<file path="config.mk">
export PLATFORM = sky130hd
export DESIGN_NAME = prbs_nrz_ramp_shaper
export DESIGN_NICKNAME = d
export VERILOG_FILES = /design/src/rtl/prbs_nrz_ramp_shaper.sv
export SDC_FILE = /design/constraint.sdc
export NUM_CORES = 1
export LEC_CHECK = 0
export CAP_MARGIN = 20
export CELL_PAD_IN_SITES_DETAIL_PLACEMENT = 0
export CELL_PAD_IN_SITES_GLOBAL_PLACEMENT = 2
export CORE_MARGIN = 4
export CORE_UTILIZATION = 34
export CTS_BUF_LIST = sky130_fd_sc_hd__clkbuf_2
export DETAILED_ROUTE_END_ITERATION = 10
export DONT_BUFFER_PORTS = 1
export PLACE_DENSITY_LB_ADDON = 0.08
export SETUP_SLACK_MARGIN = 0.02
export SLEW_MARGIN = 20
export SYNTH_ARGS = -nofsm -noshare
export SYNTH_HDL_FRONTEND = slang
export SYNTH_SLANG_ARGS = --single-unit
</file>
<file path="constraint.sdc">
create_clock -name dac_clk -period 6.75 [get_ports dac_clk]
set_input_delay 0.3375 -clock dac_clk [delete_from_list [all_inputs] [get_ports dac_clk]]
set_output_delay 0.3375 -clock dac_clk [all_outputs]
set_load 0.005 [all_outputs]
</file>
<file path="src/rtl/prbs_nrz_ramp_shaper.sv">
// rtl/prbs_nrz_ramp_shaper.sv - PRBS bit stream to DAC samples with linear rise/fall ramps
// Optional macro PRBS_RAMP_OUTPUT_REG_EN adds one register stage on every output.
module prbs_nrz_ramp_shaper #(
  parameter int DATA_W = 16,
  parameter int CNT_W  = 8
) (
  input  logic              dac_clk,
  input  logic              reset,
  input  logic              prbs_bit_out,
  input  logic              lfsr_clk_enable,
  input  logic [DATA_W-1:0] level_low,
  input  logic [DATA_W-1:0] level_high,
  input  logic [DATA_W-1:0] rise_step,
  input  logic [DATA_W-1:0] fall_step,
  output logic [DATA_W-1:0] shaped_prbs_data,
  output logic [1:0]        edge_state_dbg,
  output logic [CNT_W-1:0]  edge_counter_dbg,
  output logic              edge_busy
);

  typedef enum logic [1:0] {
    STEADY_LOW   = 2'b00,
    RISING_EDGE  = 2'b01,
    STEADY_HIGH  = 2'b10,
    FALLING_EDGE = 2'b11
  } edge_state_t;

  edge_state_t       state_q, state_d;
  logic [DATA_W-1:0] data_q, data_d;
  logic [CNT_W-1:0]  cnt_q, cnt_d;

  logic              target_bit;
  logic              edge_start;
  logic              ramp_bit;
  logic              ramp_up;
  logic              ramp_land;
  logic              in_edge;
  logic [DATA_W-1:0] ramp_target;
  logic [DATA_W-1:0] ramp_step;
  logic [DATA_W:0]   ramp_diff;

  always_ff @(posedge dac_clk) begin
    if (reset) begin
      state_q <= STEADY_LOW;
      data_q  <= '0;
      cnt_q   <= '0;
    end else begin
      state_q <= state_d;
      data_q  <= data_d;
      cnt_q   <= cnt_d;
    end
  end

  always_comb begin
    state_d     = state_q;
    data_d      = data_q;
    cnt_d       = '0;
    target_bit  = (state_q == RISING_EDGE) || (state_q == STEADY_HIGH);
    in_edge     = (state_q == RISING_EDGE) || (state_q == FALLING_EDGE);
    edge_start  = lfsr_clk_enable && (prbs_bit_out != target_bit);
    // A strobe (including a reversal) retargets the ramp from the current sample.
    ramp_bit    = edge_start ? prbs_bit_out : target_bit;
    ramp_target = ramp_bit ? level_high : level_low;
    ramp_step   = ramp_bit ? rise_step : fall_step;
    ramp_up     = ramp_target > data_q;
    ramp_diff   = ramp_up ? ({1'b0, ramp_target} - {1'b0, data_q})
                          : ({1'b0, data_q} - {1'b0, ramp_target});
    ramp_land   = (ramp_step == '0) || (ramp_diff <= {1'b0, ramp_step});

    if (edge_start || in_edge) begin
      if (ramp_land) begin
        data_d  = ramp_target;
        state_d = ramp_bit ? STEADY_HIGH : STEADY_LOW;
        cnt_d   = '0;
      end else begin
        data_d  = ramp_up ? (data_q + ramp_step) : (data_q - ramp_step);
        state_d = ramp_bit ? RISING_EDGE : FALLING_EDGE;
        if (edge_start)
          cnt_d = CNT_W'(1);
        else
          cnt_d = (cnt_q == '1) ? cnt_q : (cnt_q + CNT_W'(1));
      end
    end else begin
      data_d = target_bit ? level_high : level_low;
    end
  end

`ifdef PRBS_RAMP_OUTPUT_REG_EN
  always_ff @(posedge dac_clk) begin
    if (reset) begin
      shaped_prbs_data <= '0;
      edge_state_dbg   <= '0;
      edge_counter_dbg <= '0;
      edge_busy        <= 1'b0;
    end else begin
      shaped_prbs_data <= data_q;
      edge_state_dbg   <= state_q;
      edge_counter_dbg <= cnt_q;
      edge_busy        <= state_q[0];
    end
  end
`else
  assign shaped_prbs_data = data_q;
  assign edge_state_dbg   = state_q;
  assign edge_counter_dbg = cnt_q;
  assign edge_busy        = state_q[0];
`endif

endmodule

</file>
==> impl_metrics.tcl, run 1 <==
set metrics [dict create \
    die_y_um 125 \
    avgSynthCellArea_um2 7.42 \
    gp_congestion 0.909 \
    min_path_cells 2 \
    outcome "finished, final reports clean" \
    htree_levels 1 \
    worstSetupPathType "flip-flop to flip-flop" \
    startpoint "edge_state_dbg[1]" \
    synth_nets 765 \
    clkLatencyLatePin_ns 0.43 \
    synthCells 627 \
    ff2ff_setup_slack_ns 0.50 \
    cts_root_buffer "clkbuf_2" \
    dr.first_iter.drc_count 263 \
    grt_max_degree 22 \
    relSlewSlack_pct 51.1 \
    syn_area_um2 4650 \
    timing.final.crit_share_pct 92.6 \
    wl_met3_um 688 \
    overflow 0 \
    clk_path_buf_depth 2 \
    top_layer "met4" \
    timing.setup.tns_ns 0 \
    critPathCaptureType "flip-flop" \
    routed_via_density 5.54 \
    setup_viol 0 \
    ys_seq_area_share_pct 11.2 \
    track_usage_pct 19.5 \
    final_cell_mix "ha_1 (67), nand2_1 (66), nor2_1 (53), a21oi_1 (45), mux2i_1 (44)" \
    rr_endpoint "edge_counter_dbg[7]" \
    hpwl_um 13400 \
    coreArea_um2 13300 \
    ant_nets 0 \
    yosys_register_bits 26 \
    yosysUniqueCellTypes 57 \
    numClockSinks 26 \
    wl_um 15800 \
    cts_made_buffers 3 \
    route.met2.wl_um 7060 \
    worstHoldStart "level_high[7]" \
    wl_per_cell_um 19.9 \
    worstMarginPinSlew_ns 0.734 \
    vias 4393 \
    nNetsFinal 755 \
    hold_class "primary input to flip-flop" \
    initial_utilization_pct 34.9 \
    fillers 1463 \
    drive_above_1_share_pct 6.66 \
    hold_viol 0 \
    skew_ns 0.0359 \
    ys_async_sr_fraction_pct 0 \
    drc 0 \
    grt_pass1_wl_um 24600 \
    cts.clk_slew.worst_paths_ns 0.32 \
    r2r_cells 27 \
    worstHoldEndpoint "shaped_prbs_data[7]" \
    slew_violations 0 \
    synth_flop_cell "dfxtp_1" \
    cts_tree "yes" \
    synth_edf_count 0 \
    path_max_fanout 16 \
    met1_length_um 7810 \
    pin_count 95 \
    r2r_start "edge_state_dbg[1]" \
    grt_pass1_vias 4339 \
    finalCriticalPeriod_ns 6.25 \
    die-area_um2 15600 \
    drt_pass1_iterations 4 \
    ff_latch_area_um2 520 \
    port-buffer-count 0 \
    antenna_found_initial 1 \
    arrival_ns 6.59 \
    multiInputGateArea_um2 3850 \
    clock.fmax_mhz 160 \
    cts_setup_buffers 0 \
    start_kind "flip-flop" \
    yosys_warnings 0 \
    rows 42 \
    rsz0062_at_grt "false" \
    layout_commonest_cell "ha_1" \
    drv_cap 0 \
    synthToLayoutAreaGrowth_pct 5.65 \
    required_ns 7.09 \
    die_w_um 125 \
]
## state kept, by name, indices dropped and copies added, names as in the netlist
| signal | count |
|---|---|
| shaped_prbs_data | 16 |
| edge_counter_dbg | 8 |
| edge_state_dbg | 2 |
## synth_stat cells, types with 19 or more instances
master    n  share of area [%]
xor2_1   23                4.3
a21oi_1  46                4.9
nor2_1   53                4.3
dfxtp_1  26                 11
ha_1     67                 18
inv_1    42                3.4
o21ai_0  19                2.0
mux2i_1  44                9.5
nor3_1   20                2.2
a21o_1   27                4.4
xnor2_1  23                4.3
nand2_1  68                5.5
## metal layers
layer / global-route usage (%) / vias up
li1: - / 2210
met1: 28.1 / 2088
met2: 31.4 / 80
met3: 2.17 / 15
met4: 4.21 / 0
met5: 0 / -
## logic make-up after synthesis
group	Yosys count	synth area share (%)
AO/OA/AOI/OAI	163	23.5
XOR/XNOR	46	8.66
adder cells (fa/ha/maj)	70	19.3
buffers and inverters	72	6.43
flip-flops	26	11.2
multiplexers	49	10.8
AND/OR/NAND/NOR	201	20.1
## layout make-up
| class | count | area share, % |
|---|---|---|
| Clock buffer | 3 | 0.305 |
| Tap cell | 176 | 4.48 |
| Antenna cell | 1 | 0.0509 |
| Sequential cell | 26 | 10.6 |
| Timing Repair Buffer | 15 | 2.34 |
| Multi-Input combinational cell | 529 | 78.4 |
| Inverter | 42 | 3.21 |
| Clock inverter | 1 | 0.611 |
## through the flow
| stage | hold WS [ns] | utilization (%) | area, um^2 | std cells | setup slack [ns] |
|---|---|---|---|---|---|
| global route | 0.0747 | 36.8 | 4920 | 793 | 0.0562 |
| detailed placement | 0.413 | 36.3 | 4850 | 787 | 0.345 |
| floorplan | 0.410 | - | 4650 | 627 | 0.296 |
| CTS | 0.0544 | 36.7 | 4900 | 792 | 0.290 |
| global placement | 0.411 | 36.3 | 4850 | 787 | 0.418 |
| finish | 0.0553 | 36.8 | 4920 | 793 | 0.500 |
## what timing repair did
action,CTS,global route
setup endpoints to repair,0,20
hold buffers,1,0
hold endpoints to repair,2,0
resized for setup,0,3
## worst max-delay path, cell delays in order, from the launching register on
cell and delay (ns):
dfxtp_1 0.43, inv_1 0.08, ha_1 0.31, nand2b_1 0.10, nand2_2 0.26, buf_4 0.31, nand2_1 0.09, nand2_1 0.11
ha_1 0.25, or4_4 0.54, o22ai_2 0.21, o21a_2 0.18, o311ai_4 0.11, and2_4 0.26, buf_4 0.21, a2111oi_0 0.47
a31oi_1 0.11, xor2_1 0.18, ha_1 0.28, nand4_1 0.10, o21ai_0 0.25, a21oi_1 0.10, a31o_2 0.22, a31oi_2 0.19
buf_4 0.19, and2b_1 0.19, nand2b_1 0.20, a211oi_1 0.24
## worst max-delay path by stage
stage,end
finish,edge_counter_dbg[7]
detailed placement,edge_counter_dbg[7]
CTS,edge_counter_dbg[7]
global placement,shaped_prbs_data[9]
floorplan,shaped_prbs_data[15]
global route,edge_counter_dbg[6]
Power of run 1 is left out: the tool's default activity adds up to more than one toggle a clock period on the data nets, which glitch-free logic cannot reach.
==> inputs of run 2 (changes only) <==
CORE_UTILIZATION = 41   (was 34)
CTS_BUF_LIST = sky130_fd_sc_hd__clkbuf_4 sky130_fd_sc_hd__clkbuf_8   (was sky130_fd_sc_hd__clkbuf_2)
GPL_ROUTABILITY_DRIVEN = 0   (was unset)
clock period = 7.7 ns   (was 6.75 ns; I/O delays follow)
==> run 2 against run 1 <==
  * Wire length decreased by 4.4%
  * Critical path type unchanged
  * Die area shrank 16%
  * Register-to-register slack better by 0.48 ns
  * Critical endpoint is now edge_counter_dbg[6]
  * Via count rose by 0.80%
  * Count of clock-buffer cells in the layout rose by 1
  * Critical path depth is 1 lower
  * Maximum frequency is 6.9% lower
==> impl_metrics.tcl, run 2 (synthesized netlist as in run 1, its figures left out) <==
set metrics [dict create \
    largest_register "shaped_prbs_data" \
    die_w_um 115 \
    clkLatencyLatePin_ns 0.28 \
    largest_reg_flops 16 \
    cts_root_buffer "clkbuf_8" \
    die-area_um2 13100 \
    timing.final.crit_share_pct 87.2 \
    hpwl_um 12400 \
    slew_violations 0 \
    wl_per_cell_um 20.2 \
    dr.first_iter.drc_count 301 \
    numClockSinks 26 \
    synthToLayoutAreaGrowth_pct 3.07 \
    setup_viol 0 \
    port-buffer-count 0 \
    relSlewSlack_pct 40.6 \
    cts.clk_slew.worst_paths_ns 0.11 \
    initial_utilization_pct 42.4 \
    track_usage_pct 23.0 \
    pin_count 95 \
    outcome "finished, final reports clean" \
    clock.fmax_mhz 149 \
    cts_resized 0 \
    die_y_um 115 \
    arrival_ns 6.92 \
    hold_class "primary input to flip-flop" \
    drive_above_1_share_pct 4.94 \
    vias 4428 \
    worst_path_max_delay_cell "a31oi_2" \
    timing.setup.tns_ns 0 \
    antenna_cells 0 \
    cts_tree "yes" \
    grt_pass1_wl_um 24100 \
    slowest_delay_ns 0.59 \
    antenna_found_initial 0 \
    nNetsFinal 746 \
    rsz0062_at_grt "false" \
    finalCriticalPeriod_ns 6.72 \
    overflow 0 \
    clk_path_buf_depth 2 \
    cts_hold_buf 0 \
    drc 0 \
    drv_cap 0 \
    start_kind "flip-flop" \
    worstMarginPinSlew_ns 0.891 \
    grt_pass1_vias 4440 \
    drt_pass1_iterations 5 \
    rows 38 \
    skew_ns 0.0118 \
    routed_via_density 5.93 \
    ant_nets 0 \
    top_regs "shaped_prbs_data: 16 flops, edge_counter_dbg: 8 flops, edge_state_dbg: 2 flops" \
    worstSetupPathType "flip-flop to flip-flop" \
    cts_made_buffers 3 \
    critPathCaptureType "flip-flop" \
    wl_um 15100 \
    coreArea_um2 11000 \
    grt_max_degree 30 \
    cts_setup_buffers 0 \
    required_ns 7.90 \
    path_max_fanout 29 \
    hold_viol 0 \
    final_cell_mix "nand2_1 (67), ha_1 (67), nor2_1 (53), a21oi_1 (46), mux2i_1 (44)" \
    htree_levels 1 \
]
[run 2: worst max-delay path, delay by kind of cell, from the launching register on]
kind,cells,cell delay (ns)
AO/OA/AOI/OAI,8,1.91
adder cells (fa/ha/maj),3,1.10
buffers and inverters,1,0.07
flip-flops,1,0.39
multiplexers,1,0.36
AND/OR/NAND/NOR,13,2.77
[run 2: per-stage QoR]
step                instances  hold WS [ns]  instance area, um^2  setup WS (ns)  utilization (%)
floorplan                 627         0.457                 4650           1.25                -
global placement          743         0.459                 4740           1.15             43.2
detailed placement        743         0.460                 4740          0.956             43.2
CTS                       747         0.153                 4800          0.954             43.7
global route              747         0.149                 4800          0.420             43.7
finish                    747         0.154                 4800          0.983             43.7
[run 2: final timing paths]
kind,startpoint,to,slack [ns],cells past startpoint
min,reset,edge_state_dbg[0],0.15,1
min reg2reg,edge_state_dbg[1],edge_state_dbg[1],0.52,2
max reg2reg,edge_state_dbg[1],edge_counter_dbg[6],0.98,26
max,edge_state_dbg[1],edge_counter_dbg[6],0.98,26
[run 2: cell type report]
class | instances | area [um^2]
clock buffers | 4 | 55.1
inverters | 42 | 158
fillers | 1133 | 6190
well taps | 140 | 175
repair buffers | 6 | 45.0
multi-input cells | 529 | 3840
flip-flops and latches | 26 | 520
[run 2: layer usage]
layer  share of wire [%]  track usage (%)  wire [um]
met1                  50             34.2       7550
met2                  43             35.7       6550
met3                 5.1             2.38        765
met4                 1.4             4.43        218
met5                   0                0          0
Power of run 2 is left out for the same reason.
